--- src/rtl/host_device_bus_if.sv ---
// Host/device bus bundle for the N-host / M-device interconnect.
// slave is the interconnect's view, master is the hosts' and devices' view.
interface host_device_bus_if #(
  parameter int NrDevices    = 1,
  parameter int NrHosts      = 1,
  parameter int DataWidth    = 32,
  parameter int AddressWidth = 32
);
  localparam int BeWidth = DataWidth / 8;

  logic [NrHosts-1:0]                   host_req;
  logic [NrHosts-1:0]                   host_gnt;
  logic [NrHosts-1:0][AddressWidth-1:0] host_addr;
  logic [NrHosts-1:0]                   host_we;
  logic [NrHosts-1:0][BeWidth-1:0]      host_be;
  logic [NrHosts-1:0][DataWidth-1:0]    host_wdata;
  logic [NrHosts-1:0]                   host_rvalid;
  logic [NrHosts-1:0][DataWidth-1:0]    host_rdata;
  logic [NrHosts-1:0]                   host_err;

  logic [NrDevices-1:0]                   device_req;
  logic [NrDevices-1:0][AddressWidth-1:0] device_addr;
  logic [NrDevices-1:0]                   device_we;
  logic [NrDevices-1:0][BeWidth-1:0]      device_be;
  logic [NrDevices-1:0][DataWidth-1:0]    device_wdata;
  logic [NrDevices-1:0]                   device_rvalid;
  logic [NrDevices-1:0][DataWidth-1:0]    device_rdata;
  logic [NrDevices-1:0]                   device_err;

  modport slave (
    input  host_req, host_addr, host_we, host_be, host_wdata,
    output host_gnt, host_rvalid, host_rdata, host_err,
    output device_req, device_addr, device_we, device_be,
    output device_wdata,
    input  device_rvalid, device_rdata, device_err
  );

  modport master (
    output host_req, host_addr, host_we, host_be, host_wdata,
    input  host_gnt, host_rvalid, host_rdata, host_err,
    input  device_req, device_addr, device_we, device_be,
    input  device_wdata,
    output device_rvalid, device_rdata, device_err
  );
endinterface

--- src/rtl/host_device_bus.sv ---
// Fixed-priority N-host / M-device interconnect with mask/base decode
// and one-cycle response routing through registered selections.
module host_device_bus #(
  parameter int NrDevices    = 1,
  parameter int NrHosts      = 1,
  parameter int DataWidth    = 32,
  parameter int AddressWidth = 32
) (
  input  logic clk_i,
  input  logic rst_i,
  input  logic [NrDevices-1:0][AddressWidth-1:0] cfg_device_addr_base,
  input  logic [NrDevices-1:0][AddressWidth-1:0] cfg_device_addr_mask,
  host_device_bus_if.slave bus
);
  localparam int HostSelW = (NrHosts > 1) ? $clog2(NrHosts) : 1;
  localparam int DevSelW  = (NrDevices > 1) ? $clog2(NrDevices) : 1;

  logic [HostSelW-1:0]     host_sel;
  logic [HostSelW-1:0]     resp_host;
  logic [DevSelW-1:0]      dev_sel;
  logic [DevSelW-1:0]      resp_dev;
  logic                    granted;
  logic                    matched;
  logic                    resp_unmapped;
  logic                    resp_active;
  logic [AddressWidth-1:0] req_addr;

  // Descending scan so the lowest requesting index ends up selected.
  always_comb begin
    granted  = 1'b0;
    host_sel = '0;
    for (int h = NrHosts - 1; h >= 0; h--) begin
      if (bus.host_req[h] && !rst_i) begin
        granted  = 1'b1;
        host_sel = HostSelW'(h);
      end
    end
  end

  assign req_addr = bus.host_addr[host_sel];

  always_comb begin
    matched = 1'b0;
    dev_sel = '0;
    for (int d = NrDevices - 1; d >= 0; d--) begin
      if ((req_addr & cfg_device_addr_mask[d]) ==
          cfg_device_addr_base[d]) begin
        matched = 1'b1;
        dev_sel = DevSelW'(d);
      end
    end
  end

  always_comb begin
    bus.host_gnt = '0;
    if (granted) begin
      bus.host_gnt[host_sel] = 1'b1;
    end
  end

  always_comb begin
    bus.device_req   = '0;
    bus.device_addr  = '0;
    bus.device_we    = '0;
    bus.device_be    = '0;
    bus.device_wdata = '0;
    if (granted && matched) begin
      bus.device_req[dev_sel]   = 1'b1;
      bus.device_addr[dev_sel]  = req_addr;
      bus.device_we[dev_sel]    = bus.host_we[host_sel];
      bus.device_be[dev_sel]    = bus.host_be[host_sel];
      bus.device_wdata[dev_sel] = bus.host_wdata[host_sel];
    end
  end

  always_ff @(posedge clk_i) begin
    if (rst_i) begin
      resp_host     <= '0;
      resp_dev      <= '0;
      resp_unmapped <= 1'b0;
      resp_active   <= 1'b0;
    end else begin
      resp_host     <= host_sel;
      resp_dev      <= dev_sel;
      resp_unmapped <= granted & ~matched;
      resp_active   <= granted;
    end
  end

  // Unmapped accesses answer themselves with an error, no device involved.
  always_comb begin
    bus.host_rvalid = '0;
    bus.host_rdata  = '0;
    bus.host_err    = '0;
    if (resp_active && !rst_i) begin
      if (resp_unmapped) begin
        bus.host_rvalid[resp_host] = 1'b1;
        bus.host_err[resp_host]    = 1'b1;
      end else begin
        bus.host_rvalid[resp_host] = bus.device_rvalid[resp_dev];
        bus.host_rdata[resp_host]  = bus.device_rdata[resp_dev];
        bus.host_err[resp_host]    = bus.device_err[resp_dev];
      end
    end
  end
endmodule

--- src/flat_wrapper.sv ---
// flat-port wrapper written by rule: the top's interface ports become plain ports
module host_device_bus_flat 
#(
  parameter int NrDevices    = 1,
  parameter int NrHosts      = 1,
  parameter int DataWidth    = 32,
  parameter int AddressWidth = 32
)
  (clk_i, rst_i, cfg_device_addr_base, cfg_device_addr_mask, bus_host_req, bus_host_addr, bus_host_we, bus_host_be, bus_host_wdata, bus_host_gnt, bus_host_rvalid, bus_host_rdata, bus_host_err, bus_device_req, bus_device_addr, bus_device_we, bus_device_be, bus_device_wdata, bus_device_rvalid, bus_device_rdata, bus_device_err);
  host_device_bus_if #(.NrDevices(NrDevices), .NrHosts(NrHosts), .DataWidth(DataWidth), .AddressWidth(AddressWidth)) bus_i ();
  input  logic clk_i;
  input  logic rst_i;
  input  logic [NrDevices-1:0][AddressWidth-1:0] cfg_device_addr_base;
  input  logic [NrDevices-1:0][AddressWidth-1:0] cfg_device_addr_mask;
  input wire logic [$bits(bus_i.host_req)-1:0] bus_host_req;
  input wire logic [$bits(bus_i.host_addr)-1:0] bus_host_addr;
  input wire logic [$bits(bus_i.host_we)-1:0] bus_host_we;
  input wire logic [$bits(bus_i.host_be)-1:0] bus_host_be;
  input wire logic [$bits(bus_i.host_wdata)-1:0] bus_host_wdata;
  output wire logic [$bits(bus_i.host_gnt)-1:0] bus_host_gnt;
  output wire logic [$bits(bus_i.host_rvalid)-1:0] bus_host_rvalid;
  output wire logic [$bits(bus_i.host_rdata)-1:0] bus_host_rdata;
  output wire logic [$bits(bus_i.host_err)-1:0] bus_host_err;
  output wire logic [$bits(bus_i.device_req)-1:0] bus_device_req;
  output wire logic [$bits(bus_i.device_addr)-1:0] bus_device_addr;
  output wire logic [$bits(bus_i.device_we)-1:0] bus_device_we;
  output wire logic [$bits(bus_i.device_be)-1:0] bus_device_be;
  output wire logic [$bits(bus_i.device_wdata)-1:0] bus_device_wdata;
  input wire logic [$bits(bus_i.device_rvalid)-1:0] bus_device_rvalid;
  input wire logic [$bits(bus_i.device_rdata)-1:0] bus_device_rdata;
  input wire logic [$bits(bus_i.device_err)-1:0] bus_device_err;
  assign bus_i.host_req = bus_host_req;
  assign bus_i.host_addr = bus_host_addr;
  assign bus_i.host_we = bus_host_we;
  assign bus_i.host_be = bus_host_be;
  assign bus_i.host_wdata = bus_host_wdata;
  assign bus_host_gnt = bus_i.host_gnt;
  assign bus_host_rvalid = bus_i.host_rvalid;
  assign bus_host_rdata = bus_i.host_rdata;
  assign bus_host_err = bus_i.host_err;
  assign bus_device_req = bus_i.device_req;
  assign bus_device_addr = bus_i.device_addr;
  assign bus_device_we = bus_i.device_we;
  assign bus_device_be = bus_i.device_be;
  assign bus_device_wdata = bus_i.device_wdata;
  assign bus_i.device_rvalid = bus_device_rvalid;
  assign bus_i.device_rdata = bus_device_rdata;
  assign bus_i.device_err = bus_device_err;
  host_device_bus #(.NrDevices(NrDevices), .NrHosts(NrHosts), .DataWidth(DataWidth), .AddressWidth(AddressWidth)) u_core (.clk_i(clk_i), .rst_i(rst_i), .cfg_device_addr_base(cfg_device_addr_base), .cfg_device_addr_mask(cfg_device_addr_mask), .bus(bus_i));
endmodule
--- config.mk ---
export PLATFORM = sky130hd
export DESIGN_NAME = host_device_bus_flat
export DESIGN_NICKNAME = d
export VERILOG_FILES = /design/src/rtl/host_device_bus_if.sv /design/src/rtl/host_device_bus.sv /design/src/flat_wrapper.sv
export SDC_FILE = /design/constraint.sdc
export NUM_CORES = 1
export LEC_CHECK = 0
export ABC_CLOCK_PERIOD_IN_PS = 6510
export CORE_AREA = 3 3 104 106
export CTS_CLUSTER_SIZE = 8
export DETAILED_ROUTE_END_ITERATION = 6
export DIE_AREA = 0 0 107 109
export GPL_TIMING_DRIVEN = 0
export SYNTH_ARGS = -nofsm -noshare
export SYNTH_HDL_FRONTEND = slang
export SYNTH_SLANG_ARGS = --single-unit
--- constraint.sdc ---
create_clock -name clk_i -period 6.51 [get_ports clk_i]
set_clock_uncertainty 0.15 [all_clocks]
set_input_delay 0.9765 -clock clk_i [delete_from_list [all_inputs] [get_ports clk_i]]
set_output_delay 0.9765 -clock clk_i [all_outputs]
set_load 0.01 [all_outputs]
# Yosys cells after proc, flatten, opt, wreduce, memory -nomap -nowiden
# Cells that the tools add are included.
# totals
regBits	2
input_bits	170
output_inout_bits	105
word_cells	24
# op_classes
eq_ne	1
n_mux	14
bitwise_logic	3
reduce_logical	4
# ops
op	n
32-bit 2-to-1 mux	4
32-bit AND	1
32-bit == test	1
1-bit 2-to-1 mux	9
4-bit 2-to-1 mux	1
1-bit logical AND	3
1-bit AND	1
1-bit logical NOT	1
1-bit inverter	1

# Logic depth before layout (Yosys ltp)
# Gate-level depths: netlist of the first run.
# logic_depth
depth_word	5
ltp_mapped	6
depth_no_buf	5

# Worst setup path before layout of the first run
# Ideal clock, no wire load.
# synth_path
path_type	input to output
startpoint	in cfg_device_addr_mask[19] (netlist bit)
endpoint	out bus_device_addr[31]
arrival_time_ns	2.379
t_required_ns	5.384
path_slack_ns	3.005
cell_stages	6
path_buffers	1
cell_sequence	and3b_1 nor4_1 nand4_1 nor4_4 clkbuf_2 and3_2
# synth_via
elab_chain_len	5
# synth_lines
element	line_no	rtl
start: declaration	flat_wrapper.sv:14	input logic [NrDevices-1:0][AddressWidth-1:0] cfg_device_addr_mask;
32-bit AND	host_device_bus.sv:46	if ((req_addr & cfg_device_addr_mask[d]) ==
32-bit == test	host_device_bus.sv:46	
1-bit 2-to-1 mux	host_device_bus.sv:46	
1-bit logical AND	host_device_bus.sv:67	if (granted && matched) begin
32-bit 2-to-1 mux	host_device_bus.sv:67	
end: declaration	flat_wrapper.sv:25	output wire logic [$bits(bus_i.device_addr)-1:0] bus_device_addr;
# No other way between the ends.

# Worst setup path in the final report of the first run
# layout_path
startpoint	in cfg_device_addr_base[19] (netlist bit)
endpoint	out bus_device_addr[30]
# layout_via
elab_chain_len	4
# layout_lines
element	line_no	rtl
start: declaration	flat_wrapper.sv:13	input logic [NrDevices-1:0][AddressWidth-1:0] cfg_device_addr_base;
32-bit == test	host_device_bus.sv:46	
1-bit 2-to-1 mux	host_device_bus.sv:46	
1-bit logical AND	host_device_bus.sv:67	
32-bit 2-to-1 mux	host_device_bus.sv:67	
# No other way between the ends.

==> impl_metrics.yaml, run 1 <==
synth:
  synth_top_cell_area_share_pct: 20.16
  syn_area_per_cell_sq_um: 6.725
  synth_cell_types: 22
  synthCells: 216
  ys_seq_area_share_pct: 2.756
  synthTopCellsByArea: "and3_2 (20%), and3_1 (20%), and2_1 (14%)"
  ys_warn_count: 0
  syn-cell-area_sq_mm: 0.001453
  syn-num-nets: 386
  synth-seq-cells: 2
  synth_top_area_cell: "and3_2"
route:
  drtPass1Iterations: 4
  num_vias: 2739
  wl_mm: 10.27
  initialDrtViolationCount: 67
  drc_errors: 0
  detail-route-antenna-nets: 0
  routed_via_density: 4.375
  wl_per_cell_microns: 16.41
clocking:
  cts-root-buf: "clkbuf_8"
  cts_sinks: 2
  cts_max_level: 1
  ctsHoldBuffers: 0
  cts_resized: 0
  cts_buffers: 3
  tritoncts: "built"
  ctsLongestPathBuffers: 2
  cts_setup_buffers: 0
  clk_pin_slew_ns: 0.03
cells_and_area:
  seq_area_sq_um: 40.04
  antennaDiodeCount: 0
  area_growth_pct: 203.1
  layout.nets: 665
  utilization_pct: 44.63
  drive_gt1_share_pct: 12.58
  fin_cells: 626
  multi_input_area_sq_mm: 0.001336
  fillCellCount: 972
sta:
  hold_violations: 0
  holdWs_ns: 1.192
  relSlewSlack_pct: 59.76
  drv_slew: 0
  setup_viol_count_final: 0
  fmax_ghz: 0.1992
  fin_crit_sh_pct: 77.12
  worst_slew_pin_slew_ns: 0.5992
  setup_tns_ns: 0
  rsz0062_at_grt: "false"
  finalCriticalPeriod_ns: 5.020
grt:
  antenna_found_initial: 0
  grt_usage_pct: 15.89
  grt_max_degree: 11
  grt_first_pass_wirelength_mm: 14.66
  grt_pass1_vias: 2780
  grt_overflow: 0
die:
  die_y_microns: 109
  start_util_pct: 14.73
  io_pins: 275
  core_area_sq_mm: 0.009864
  fp.dieW_microns: 107
  dieArea_sq_mm: 0.01166
  row_count: 36
worst_hold_path:
  min-delay-start: "rst_i"
  hp-class: "in -> reg"
  hold_path_depth: 2
setup_path:
  crit_path_end_kind: "primary output"
  required_ns: 5.38
  worstPathMaxFanout: 10
  critPathKind: "in -> out"
  setup.worst_path.start_class: "input pin"
  path_common_cell: "clkdlybuf4s50_1"
  path_cells: "clkdlybuf4s50_1 -> and3b_1 -> nor4_1 -> nand4_1 -> nor4_4 -> clkbuf_2 -> and3_1 -> clkdlybuf4s50_1"
  crit_path_top_delay_cell: "nor4_4"
  startpoint: "cfg_device_addr_base[19]"
  crit_path_max_incr_delay_ns: 0.63
  cp.arrival_ns: 3.89
place:
  port_buffers: 274
  dp_hpwl_mm: 9.021
  dp_cells: 623
  gp_congestion: 0.7816
power:
  powerDensity_mw_per_mm2: 50.71
  peakVddDrop_mv: 0.03026
  p_leak_nw: 1.915
flow_run:
  max-cap-violations: 0
status:
  status: "completed"
synth_stat cells:
master,n
a21oi_1,16
a211oi_1,7
nor4_1,1
nor2_1,5
nand3_1,7
and3b_1,7
a21o_2,1
nor4_4,1
and2_1,33
a21o_1,6
and3_2,39
dfxtp_1,2
and3b_2,2
clkbuf_1,11
nand2b_1,1
a21boi_0,9
and3_1,46
o22a_2,8
and2b_2,1
nor2b_1,2
clkbuf_2,7
nand4_1,4
path summary, 6_finish.rpt:
| kind | end |
|---|---|
| setup / recovery | bus_device_addr[30] |
| hold / removal | u_core.resp_active |
per-layer routing:
layer | wire [microns] | GRT usage, %
met4 | 145 | 4.018
met5 | 0 | 0
met1 | 3740 | 17.01
met3 | 857 | 3.256
met2 | 5529 | 31.52
flip-flops by register name, summed over array words and instances, names as in the netlist:
name / cells
u_core.resp_unmapped: 1
u_core.resp_active: 1
power breakdown:
| part | switching [W] | internal [W] | total (W) | leakage (nW) |
|---|---|---|---|---|
| clock | 0.0000108 | 0.0000392 | 0.0000500 | 0.0216 |
| sequential | 0.000000313 | 0.0000130 | 0.0000133 | 0.0167 |
| combinational | 0.0000439 | 0.000116 | 0.000160 | 1.88 |
| total | 0.0000550 | 0.000168 | 0.000223 | 1.91 |
cell usage in the layout, fill, tap and decap left out, drive strengths merged:
cell type      count
a21oi             16
a21o               7
nand2b             1
and3              85
o22a               8
nand4              4
and3b              9
a211oi             7
dfxtp              2
nor4               2
clkdlybuf4s50    274
nor2b              2
a21boi             9
clkbuf            21
and2b              1
nand3              7
nor2               5
and2              33
cell families (layout without fill, tap and decap cells):
family / Yosys count / after routing / synth area share [%]
AO/OA/AOI/OAI: 47 / 47 / 23.00
flip-flops: 2 / 2 / 2.756
AND/OR/NAND/NOR: 149 / 149 / 68.99
buffers and inverters: 18 / 295 / 5.254
worst max-delay path, delay by kind of cell:
family / cells / cell delay, ns
simple gates: 5 / 1.51
buf+inv: 3 / 1.41
metrics by stage:
step / area, sq um / total power (W) / setup WS (ns)
6_report: 4403 / 0.0002233 / 1.490
4_1_cts: 4403 / 0.0002258 / 1.394
2_1_floorplan: 1453 / 0.00004739 / 3.005
3_5_place_dp: 4362 / 0.0001735 / 1.399
5_1_grt: 4403 / 0.0002393 / 1.280
3_3_place_gp: 4362 / 0.0001711 / 1.452
final cells by class:
cell class | count | area share, %
sequential | 2 | 0.9093
clock buffer | 3 | 0.9378
multi-input combinational | 196 | 30.35
tap | 133 | 3.779
buffer | 18 | 1.733
timing repair buffer | 274 | 62.29
Power figures use the tool's default switching activity.
==> run 2, diff against run 1 <==
--- a/config.mk
+++ b/config.mk
@@ -5,11 +5,11 @@
 export SDC_FILE = /design/constraint.sdc
 export NUM_CORES = 1
 export LEC_CHECK = 0
-export ABC_CLOCK_PERIOD_IN_PS = 6510
-export CORE_AREA = 3 3 104 106
+export ABC_CLOCK_PERIOD_IN_PS = 4950
+export CORE_AREA = 3 3 106 108
 export CTS_CLUSTER_SIZE = 8
 export DETAILED_ROUTE_END_ITERATION = 6
-export DIE_AREA = 0 0 107 109
+export DIE_AREA = 0 0 109 111
 export GPL_TIMING_DRIVEN = 0
 export SYNTH_ARGS = -nofsm -noshare
 export SYNTH_HDL_FRONTEND = slang
==> constraint.sdc (replaced) <==
create_clock -name clk_i -period 4.95 [get_ports clk_i]
set_clock_uncertainty 0.15 [all_clocks]
set_input_delay 0.7425 -clock clk_i [delete_from_list [all_inputs] [get_ports clk_i]]
set_output_delay 0.7425 -clock clk_i [all_outputs]
set_load 0.01 [all_outputs]
==> run 2 against run 1 <==
Combinational power is 31% higher. Non-clock buffer count stayed put. Critical path depth stayed put. Clock power is 29% higher. Critical endpoint is now bus_device_addr[19]. Highest routed layer is now met5.
==> impl_metrics.yaml, run 2 (synthesis gave the netlist of run 1 again) <==
setup_path:
  crit_path_top_delay_cell: "nor4_4"
  setup.worst_path.start_class: "input pin"
  cp.arrival_ns: 3.60
  path_cells: "clkdlybuf4s50_1 -> and3b_1 -> nor4_1 -> nand4_1 -> nor4_4 -> clkbuf_2 -> and3_2 -> clkdlybuf4s50_1"
  crit_buf_inv: 3
  crit_path_end_kind: "primary output"
  cp_top_family: "simple AND/OR/NAND/NOR gates"
  critPathKind: "in -> out"
  worstPathMaxFanout: 10
  required_ns: 4.06
  crit_path_max_incr_delay_ns: 0.57
  path_common_cell: "clkdlybuf4s50_1"
status:
  status: "completed"
clocking:
  cts_sinks: 2
  cts_max_level: 1
  clk_pin_slew_ns: 0.03
  ctsLongestPathBuffers: 2
  cts_setup_buffers: 0
  cts-root-buf: "clkbuf_8"
  cts_resized: 0
  ctsHoldBuffers: 0
  cts_buffers: 3
  tritoncts: "built"
sta:
  worst_slew_pin_slew_ns: 0.5172
  hold_violations: 0
  finalCriticalPeriod_ns: 4.490
  holdWs_ns: 0.9718
  rsz0062_at_grt: "false"
  setup_viol_count_final: 0
  relSlewSlack_pct: 65.26
  drv_slew: 0
  setup_tns_ns: 0
  fin_crit_sh_pct: 90.70
  fmax_ghz: 0.2227
flow_run:
  max-cap-violations: 0
cells_and_area:
  multi_input_area_sq_mm: 0.001336
  area_growth_pct: 203.4
  reg_top3: "u_core.resp_active: 1 flops, u_core.resp_unmapped: 1 flops"
  final_area_sq_mm: 0.004407
  final_cell_mix: "clkdlybuf4s50_1 (274), and3_1 (46), and3_2 (39), and2_1 (33), a21oi_1 (16)"
  layout.nets: 665
  seq_area_sq_um: 40.04
  drive_gt1_share_pct: 12.58
  antennaDiodeCount: 0
  fillCellCount: 1050
  mostFrequentLayoutCell: "clkdlybuf4s50_1"
route:
  routed_via_density: 4.305
  num_vias: 2708
  wl_per_cell_microns: 15.98
  wl_mm: 10.05
  drc_errors: 0
  drtPass1Iterations: 4
  detail-route-antenna-nets: 0
  initialDrtViolationCount: 45
place:
  dpl_cell_area_sq_mm: 0.004365
  dp_hpwl_mm: 8.949
  gp_congestion: 0.8436
  port_buffers: 274
die:
  fp.dieW_microns: 109
  core_area_sq_mm: 0.01032
  die_y_microns: 111
  dieArea_sq_mm: 0.01210
  row_count: 37
  io_pins: 275
  start_util_pct: 14.07
worst_hold_path:
  hold_path_depth: 2
  min-delay-start: "bus_host_req"
  hold-path-endpoint: "u_core.resp_active"
  hp-class: "in -> reg"
grt:
  grt_usage_pct: 15.29
  grt_overflow: 0
  grt_pass1_vias: 2731
  antenna_found_initial: 1
  grt_first_pass_wirelength_mm: 14.58
  grt_max_degree: 11
power:
  p_total_w: 0.0002918
  p_leak_nw: 1.915
  peakVddDrop_mv: 0.04490
  powerDensity_mw_per_mm2: 66.22
## run 2: cell counts in the layout (fill, tap and decap cells not counted)
No cell type changed its count.
## run 2: per-layer routing
| layer | up-vias | routed length (microns) | GRT usage (%) |
|---|---|---|---|
| met5 | - | 13 | 0 |
| met4 | 2 | 45 | 1.852 |
| met3 | 6 | 1165 | 4.776 |
| met2 | 149 | 5413 | 31.33 |
| met1 | 1183 | 3416 | 14.69 |
| li1 | 1368 | - | - |
## run 2: per-stage QoR
stage | std cells | setup slack [ns] | util (%)
6_report | 629 | 0.4601 | 42.69
5_1_grt | 629 | 0.2046 | 42.69
4_1_cts | 629 | 0.3094 | 42.69
3_3_place_gp | 626 | 0.3367 | 42.29
3_5_place_dp | 626 | 0.3329 | 42.29
2_1_floorplan | 216 | 1.913 | -
## run 2: worst max-delay path by stage
stage,start,to,depth (start not counted)
floorplan,cfg_device_addr_mask[19],bus_device_addr[31],6
global placement,cfg_device_addr_base[19],bus_device_addr[19],8
detailed placement,cfg_device_addr_base[19],bus_device_addr[18],8
CTS,cfg_device_addr_base[19],bus_device_addr[19],8
global route,cfg_device_addr_base[19],bus_device_addr[18],8
finish,cfg_device_addr_base[19],bus_device_addr[19],8
## run 2: power by group
part	switching (W)	leakage, nW	internal, W
Sequential	0.000000384	0.0167	0.0000171
Combinational	0.0000571	1.88	0.000153
Clock	0.0000131	0.0216	0.0000515
Total	0.0000706	1.91	0.000221
## run 2: layout make-up
| type | count | area share (%) |
|---|---|---|
| clock buffers | 3 | 0.9370 |
| multi-input cells | 196 | 30.32 |
| repair buffers | 274 | 62.24 |
| plain buffers | 18 | 1.732 |
| flip-flops and latches | 2 | 0.9086 |
| well taps | 136 | 3.861 |
